`config.mk`:
```
export PLATFORM = sky130hd
export DESIGN_NAME = spi_arbiter
export DESIGN_NICKNAME = d
export VERILOG_FILES = /design/src/rtl/spi_arbiter.sv
export SDC_FILE = /design/constraint.sdc
export NUM_CORES = 1
export LEC_CHECK = 0
export ABC_CLOCK_PERIOD_IN_PS = 1300
export CAP_MARGIN = 20
export CORE_MARGIN = 8
export CORE_UTILIZATION = 37
export DETAILED_ROUTE_END_ITERATION = 10
export HOLD_SLACK_MARGIN = 0.1
export PLACE_DENSITY = 0.78
export SLEW_MARGIN = 20
export SYNTH_ARGS = -nofsm -noshare
export SYNTH_HDL_FRONTEND = slang
export SYNTH_SLANG_ARGS = --single-unit
```
`constraint.sdc`:
```
create_clock -name clk -period 1.3 [get_ports clk]
set_input_delay 0.26 -clock clk [delete_from_list [all_inputs] [get_ports clk]]
set_output_delay 0.26 -clock clk [all_outputs]
set_load 0.05 [all_outputs]
```
`src/rtl/spi_arbiter.sv`:
```
// Round-robin arbiter sharing one spi_master among NUM_REQ requesters, one frame per grant.
// Optional WAIT watchdog enabled by defining SPI_ARB_TIMEOUT_EN.
module spi_arbiter #(
  parameter int NUM_REQ  = 2,
  parameter int SS_SETUP = 2,
  parameter int SS_HOLD  = 2,
  parameter int TIMEOUT  = 1024
) (
  input  logic                 clk,
  input  logic                 reset,
  input  logic [NUM_REQ-1:0]   req,
  input  logic [NUM_REQ*8-1:0] req_data,
  input  logic [NUM_REQ-1:0]   req_last,
  output logic [NUM_REQ-1:0]   req_ack,
  output logic [7:0]           rx_byte,
  output logic [NUM_REQ-1:0]   grant,
  output logic                 busy,
  output logic                 err,
  output logic                 spi_start,
  output logic [7:0]           spi_tx_data,
  input  logic                 spi_tx_ready,
  input  logic                 spi_done,
  input  logic [7:0]           spi_rx_data,
  output logic                 ss
);

  localparam int IDX_W   = $clog2(NUM_REQ);
  localparam int CNT_MAX = (SS_SETUP > SS_HOLD) ? SS_SETUP : SS_HOLD;
  localparam int CNT_W   = (CNT_MAX > 1) ? $clog2(CNT_MAX) : 1;

  typedef enum logic [2:0] {
    S_IDLE,
    S_SETUP,
    S_SEND,
    S_WAIT,
    S_NEXT,
    S_HOLD
  } state_t;

  state_t             r_state;
  logic [IDX_W-1:0]   r_ptr;
  logic [IDX_W-1:0]   r_gnt_idx;
  logic [NUM_REQ-1:0] r_grant;
  logic [NUM_REQ-1:0] r_ack;
  logic [7:0]         r_rx_byte;
  logic [7:0]         r_tx_data;
  logic               r_start;
  logic               r_ss;
  logic               r_last_q;
  logic [CNT_W-1:0]   r_cnt;

  logic [7:0]         w_bytes [NUM_REQ];
  logic [7:0]         w_gnt_byte;
  logic               w_gnt_req;
  logic               w_gnt_last;

  logic [2*NUM_REQ-1:0] w_req2;
  logic [IDX_W:0]       w_shift;
  logic [2*NUM_REQ-1:0] w_req2_rot;
  logic [NUM_REQ-1:0]   w_rot;
  logic                 w_win_found;
  int                   w_win_sum;
  logic [IDX_W-1:0]     w_win_idx;
  logic [NUM_REQ-1:0]   w_win_onehot;

  genvar gi;
  generate
    for (gi = 0; gi < NUM_REQ; gi++) begin : g_bytes
      assign w_bytes[gi] = req_data[gi*8 +: 8];
    end
  endgenerate

  assign w_gnt_byte = w_bytes[r_gnt_idx];
  assign w_gnt_req  = req[r_gnt_idx];
  assign w_gnt_last = req_last[r_gnt_idx];

  // Rotate the request vector so bit 0 is the requester just after ptr.
  assign w_req2     = {req, req};
  assign w_shift    = {1'b0, r_ptr} + 1'b1;
  assign w_req2_rot = w_req2 >> w_shift;
  assign w_rot      = w_req2_rot[NUM_REQ-1:0];

  always_comb begin
    w_win_found = 1'b0;
    w_win_sum   = 0;
    for (int k = 0; k < NUM_REQ; k++) begin
      if (!w_win_found && w_rot[k]) begin
        w_win_found = 1'b1;
        w_win_sum   = int'(r_ptr) + 1 + k;
      end
    end
    if (w_win_sum >= NUM_REQ) begin
      w_win_sum = w_win_sum - NUM_REQ;
    end
    w_win_idx    = IDX_W'(w_win_sum);
    w_win_onehot = NUM_REQ'(1) << w_win_idx;
  end

`ifdef SPI_ARB_TIMEOUT_EN
  localparam int WD_W = (TIMEOUT > 1) ? $clog2(TIMEOUT) : 1;
  logic [WD_W-1:0] r_wd;
  logic            r_err;
  assign err = r_err;
`else
  assign err = 1'b0;
`endif

  always_ff @(posedge clk) begin
    if (reset) begin
      r_state   <= S_IDLE;
      r_ptr     <= IDX_W'(NUM_REQ - 1);
      r_gnt_idx <= '0;
      r_grant   <= '0;
      r_ack     <= '0;
      r_rx_byte <= '0;
      r_tx_data <= '0;
      r_start   <= 1'b0;
      r_ss      <= 1'b1;
      r_last_q  <= 1'b0;
      r_cnt     <= '0;
`ifdef SPI_ARB_TIMEOUT_EN
      r_wd      <= '0;
      r_err     <= 1'b0;
`endif
    end else begin
      r_start <= 1'b0;
      r_ack   <= '0;
`ifdef SPI_ARB_TIMEOUT_EN
      r_err   <= 1'b0;
`endif
      case (r_state)
        S_IDLE: begin
          if (w_win_found) begin
            r_grant   <= w_win_onehot;
            r_gnt_idx <= w_win_idx;
            r_ss      <= 1'b0;
            r_cnt     <= CNT_W'(SS_SETUP - 1);
            r_state   <= S_SETUP;
          end
        end
        S_SETUP: begin
          if (r_cnt == '0) begin
            r_state <= S_SEND;
          end else begin
            r_cnt <= r_cnt - 1'b1;
          end
        end
        S_SEND: begin
          if (spi_tx_ready) begin
            r_start   <= 1'b1;
            r_tx_data <= w_gnt_byte;
            // A withdrawn request still gets this byte, but it closes the frame.
            r_last_q  <= w_gnt_req ? w_gnt_last : 1'b1;
            r_state   <= S_WAIT;
`ifdef SPI_ARB_TIMEOUT_EN
            r_wd      <= WD_W'(TIMEOUT - 1);
`endif
          end
        end
        S_WAIT: begin
          if (spi_done) begin
            r_rx_byte <= spi_rx_data;
            r_ack     <= r_grant;
            r_state   <= S_NEXT;
          end
`ifdef SPI_ARB_TIMEOUT_EN
          else if (r_wd == '0) begin
            r_err   <= 1'b1;
            r_ss    <= 1'b1;
            r_grant <= '0;
            r_ptr   <= r_gnt_idx;
            r_state <= S_IDLE;
          end else begin
            r_wd <= r_wd - 1'b1;
          end
`endif
        end
        S_NEXT: begin
          if (r_last_q) begin
            r_cnt   <= CNT_W'(SS_HOLD - 1);
            r_state <= S_HOLD;
          end else begin
            r_state <= S_SEND;
          end
        end
        S_HOLD: begin
          if (r_cnt == '0) begin
            r_ss    <= 1'b1;
            r_grant <= '0;
            r_ptr   <= r_gnt_idx;
            r_state <= S_IDLE;
          end else begin
            r_cnt <= r_cnt - 1'b1;
          end
        end
        default: r_state <= S_IDLE;
      endcase
    end
  end

  assign req_ack     = r_ack;
  assign rx_byte     = r_rx_byte;
  assign grant       = r_grant;
  assign busy        = (r_state != S_IDLE);
  assign spi_start   = r_start;
  assign spi_tx_data = r_tx_data;
  assign ss          = r_ss;

endmodule

```
* Word-level counts from Yosys, hierarchy flattened
Cells that the tools add are included.
Word-level totals: register bits after elaboration 29, bits in latches 0, bits in writable memories 0, memory bits (read-only) 0, input bits 32, output and inout bits 24, word-level logic and storage cells 84, memories kept 0
Operators by class: add/subtract/negate cells 5, $mul 0, divide/modulo/power cells 0, magnitude comparators 3, eq/ne operators 11, shift operators 2, muxes and demuxes 31, bitwise logic cells 5, reductions and logical operators 16
Operators by type and width (number):
- 8-bit two-way mux | 3
- 3-bit two-way mux | 7
- 3-bit case mux with 6 select lines | 1
- 1-bit two-way mux | 14
- 2-bit inequality test (second input constant) | 6
- 2-bit AND reduction | 4
- 3-bit by 2-bit == test with 1-bit output (second input constant) | 2
- 3-bit == test (second input constant) | 2
- 2-bit two-way mux | 3
- 3-bit AND reduction | 2
- 3-bit nonzero test | 2
- 5-bit AND reduction | 1
- 1-bit by 1-bit adder with 2-bit output (second input constant) | 2
- 1-bit NOT | 4
- 2-bit case mux with 2 select lines | 1
- 2-bit OR reduction | 2
- 4-bit by 2-bit >> shifter with 2-bit output | 1
- 2-bit by 1-bit adder with 3-bit output (second input constant) | 1
- 3-bit by 1-bit == test with 1-bit output (second input constant) | 1
- 3-bit by 2-bit >= comparator with 1-bit output (second input constant) | 1
- 3-bit logical NOT | 1
- 1-bit case mux with 3 select lines | 1
- 3-bit OR reduction | 1
- 2-bit >= comparator (second input constant) | 1
- 8 further kinds | 9

* Longest topological paths before layout
word-level depth 11, depth in mapped cells 6, mapped depth without buffers 4

* Worst setup path before layout
Ideal clock, no wire load.
path type register -> register, start register r_state[2], end register r_state[0], setup time 0.132 ns, data arrival time 1.150 ns, required time 1.168 ns, slack 0.018 ns, cell stages (with the launch flop) 5, buffers on the path 0, clock period less this slack 1.282 ns, cells stage by stage dfxtp_1 > or4_1 > a21oi_2 > a2111o_1 > a21oi_1
Between the ends: longest elaborated chain between the ends 3, elaborated cells on any way between the ends 13, classes of those cells 10 x eq/ne; 1 x mux; 2 x reduce/logical
RTL lines:
- start, declared | line 40 | state_t r_state;
- start signal, assigned | line 110 | r_state <= S_IDLE;
- start signal, assigned | line 138 | r_state <= S_SETUP;
- start signal, assigned | line 143 | r_state <= S_SEND;
- 3-bit by 1-bit == test with 1-bit output, or another cell as far along | line 131 | case (r_state)
- 2-bit inequality test (no line)
- 5-bit AND reduction (no line)
Several ways; a longest one is shown, not always the timed one. A chain may end at the register's enable or synchronous reset.

* Worst setup path in the final report
start register r_state[2], end output port busy
Between the ends: longest elaborated chain between the ends 1
RTL lines:
- 3-bit nonzero test | line 204 | assign busy = (r_state != S_IDLE);
- end, declared | line 17 | output logic busy,
Every way passes these cells.

==> results by group <==
Yosys
  • Flops & latches, synth: 29
  • Syn avg cell area: 8.792 µm²
  • Main synth FF type: dfxtp_1
  • Main combinational cell family by area after synthesis: compound AO/OA/AOI/OAI gates
  • EDFF count, synth: 0
  • Sequential element share of the synthesized area: 44.62%
  • Post-synthesis compound-gate area fraction: 20.67%
  • Syn Inst Count: 148
  • Mux cell area share after synthesis: 7.788%
  • Top post-synthesis cells by area: dfxtp_1 (45%), mux2i_1 (6.9%), nand2_1 (6.6%), a21oi_1 (5.4%), a211oi_1 (5.2%)
  • Post-synthesis cell type count: 34
  • Yosys warning count: 0
  • Synth cell count leaders: dfxtp_1 (29), nand2_1 (23), a21oi_1 (14)
  • Async SR Flop Fraction: 0%
  • Synth Area in XOR/XNOR: 0%
  • Synth Area in Simple Gates: 20.19%
  • Most frequent cell after synthesis: dfxtp_1
  • Synthesized Nets: 180
  • Post-Synthesis Cell Area: 1301 µm²
  • Synth area leader: dfxtp_1
  • Top-area cell type share of the netlist area: 44.62%
  • Post-Synth Adder-Cell Area: 0%

Routing
  • DRC violation count after routing: 0
  • Drt wl/cell: 15.24 µm
  • Detailed Route WL: 4.115 mm
  • 1st-pass router iterations: 4
  • DRT iter0 DRCs: 27
  • Post-route ant nets: 0
  • Vias: 1357
  • Vias/cell: 5.026

Power
  • Internal power: 0.002215 W
  • Net Sw Frac: 31.45%
  • VDD IR max: 0.001009 V
  • Clock Power Share: 29.0%
  • Sequential Power Share: 32.8%
  • Switching power: 0.001016 W
  • Pleak: 0.9374 nW
  • P per Cell Area: 1293 nW/µm²
  • Comb power frac: 38.2%

STA
  • Slew Limit Fails: 0
  • Clock Skew: 0.01032 ns
  • Highest Clock Rate: 0.6625 GHz
  • Unrepaired setup endpoints after global routing: yes
  • Setup ws final: -0.2095 ns
  • Final hold violation count: 0
  • Post-layout min period: 1.510 ns
  • Setup violators final: 8
  • Fin crit share: 116.1%

Worst setup path
  • Crit. End Element: output port
  • Critical path arrival: 1.25 ns
  • Critical Path RT: 1.04 ns
  • Type of the worst setup path: flop to output port
  • Worst Setup Start Kind: flop
  • Critical-path maximum fanout: 2

Global route
  • First-pass GRT wire length: 6.568 mm
  • Largest net degree at the start of global routing: 20
  • Vias in the first global route: 1326
  • Overflow after GRT: 0
  • Initial antenna violation count: 0
  • All-Layer GR Usage: 15.47%

Placed design
  • DP HPWL: 2.894 mm
  • Placed instance count: 258
  • Routability Congestion: 0.8172
  • Buffers added on ports: 54
  • Placement Setup Slack: -0.3516 ns

Run
  • Max_cap viols: 0

Finish
  • Layout area overhead: 92.02%
  • Ratio of cells with drive above 1 in the final layout: 36.16%
  • Layout Nets: 255
  • Fill cells: 249
  • # diodes: 0
  • Core Util, Final: 74.29%
  • Post-Layout Cell Count: 270

CTS
  • Worst skew pair latency: 0.34 ns
  • CTS buffer count: 5
  • CTS Hold Bufs: 0
  • CTS Sinks: 29
  • Clk root buf: clkbuf_4
  • CTS H-tree depth: 2
  • Clk pin slew, worst setup/hold paths: 0.11 ns
  • CTS Buffer Depth: 2
  • CTS tree: yes

Floorplanning
  • Die Ht: 75.31 µm
  • Initial Util: 38.69%
  • Die Area: 5671 µm²
  • Number of I/O pins: 56
  • Core Rows: 21
  • Chip width: 75.31 µm
  • Core footprint: 3363 µm²

Worst hold path
  • Hold WC Path Type: primary input to flop

Status
  • Run status: finished, violations left
  • Failing checks: setup timing
==> routing by layer <==
metal  vias to the layer above  share of wire [%]  track usage (%)
met5                         -                  0                0
met4                         0                1.7            5.117
met3                         9                 12            9.342
met2                        58                 50            26.08
met1                       623                 37            15.46
li1                        667                  -                -
==> critical path: stages, from the launching register on <==
cell and delay (ns):
dfxtp_4 0.37, buf_6 0.12, nor3_4 0.21, inv_2 0.07, buf_12 0.15
==> worst paths after layout <==
check,startpoint,to,slack [ns],depth (start not counted)
setup / recovery,r_state[2],busy,-0.21,4
hold / removal,spi_rx_data[0],rx_byte[0],0.46,3
setup reg to reg,r_state[2],r_state[0],-0.13,5
hold reg to reg,r_ptr,r_ptr,0.49,2
==> sequential cells by signal, summed over array words and instances (netlist names) <==
name and cells:
r_ptr 1, req_ack 2, ss 1, rx_byte 8, r_cnt 1, spi_tx_data 8
grant 2, r_state 3, r_gnt_idx 1, r_last_q 1, spi_start 1
==> through the flow <==
step           power [W]  hold slack [ns]  area (µm²)  TNS (ns)
2_1_floorplan   0.001600           0.3960        1301         0
3_3_place_gp    0.002150           0.4606        2243    -2.604
3_5_place_dp    0.002168           0.4625        2243    -2.946
4_1_cts         0.003157           0.4494        2407   -0.9214
5_1_grt         0.003370           0.4549        2499    -1.439
6_report        0.003231           0.4601        2499   -0.4442
==> logic make-up (layout without fill, tap and decap cells) <==
group | count (synthesis) | after routing
simple gates | 56 | 56
compound gates | 37 | 37
flops | 29 | 29
buf+inv | 15 | 91
mux | 10 | 10
other cells | 1 | 1
==> placed cells by master, fill, tap and decap left out, types with 2 or more instances in the layout <==
master and instances:
buf_4 16, dfxtp_1 26, nand3_1 2, nor2_1 13, clkdlybuf4s50_1 31, buf_12 25
a211oi_1 7, bufinv_16 2, and3_4 2, dfxtp_2 2, or4_4 2, inv_1 3
mux2i_1 9, and3_1 2, clkbuf_4 5, a21oi_2 3, o21ai_1 2, nand2_1 22
a21oi_1 12, a211oi_2 2, nand2b_1 5, nor3_4 2, buf_6 7
==> power by group through the flow <==
stage / clock [W] / sequential (W) / combinational, W
6_report: 0.000938 / 0.00106 / 0.00123
5_1_grt: 0.000996 / 0.00107 / 0.00131
4_1_cts: 0.000960 / 0.00105 / 0.00115
3_5_place_dp: 0 / 0.00107 / 0.00110
3_3_place_gp: 0 / 0.00107 / 0.00108
2_1_floorplan: 0 / 0.00121 / 0.000387
==> cell type report <==
cell class | instances | area, µm² | share of cell area, %
clock inverter | 3 | 65.06 | 2.604
timing repair buffer | 79 | 1010 | 40.41
clock buffer | 5 | 37.54 | 1.502
inverter | 4 | 15.01 | 0.6009
multi-input combinational | 104 | 726.9 | 29.09
sequential | 29 | 586.8 | 23.49
tap | 46 | 57.56 | 2.303
==> repair_timing <==
item	CTS	global route
gates resized for setup	12	18
cloned	0	0
buffers inserted	3	1
pin swaps	5	3
setup endpoints to repair	11	25
(Power assumes the default switching activity.)
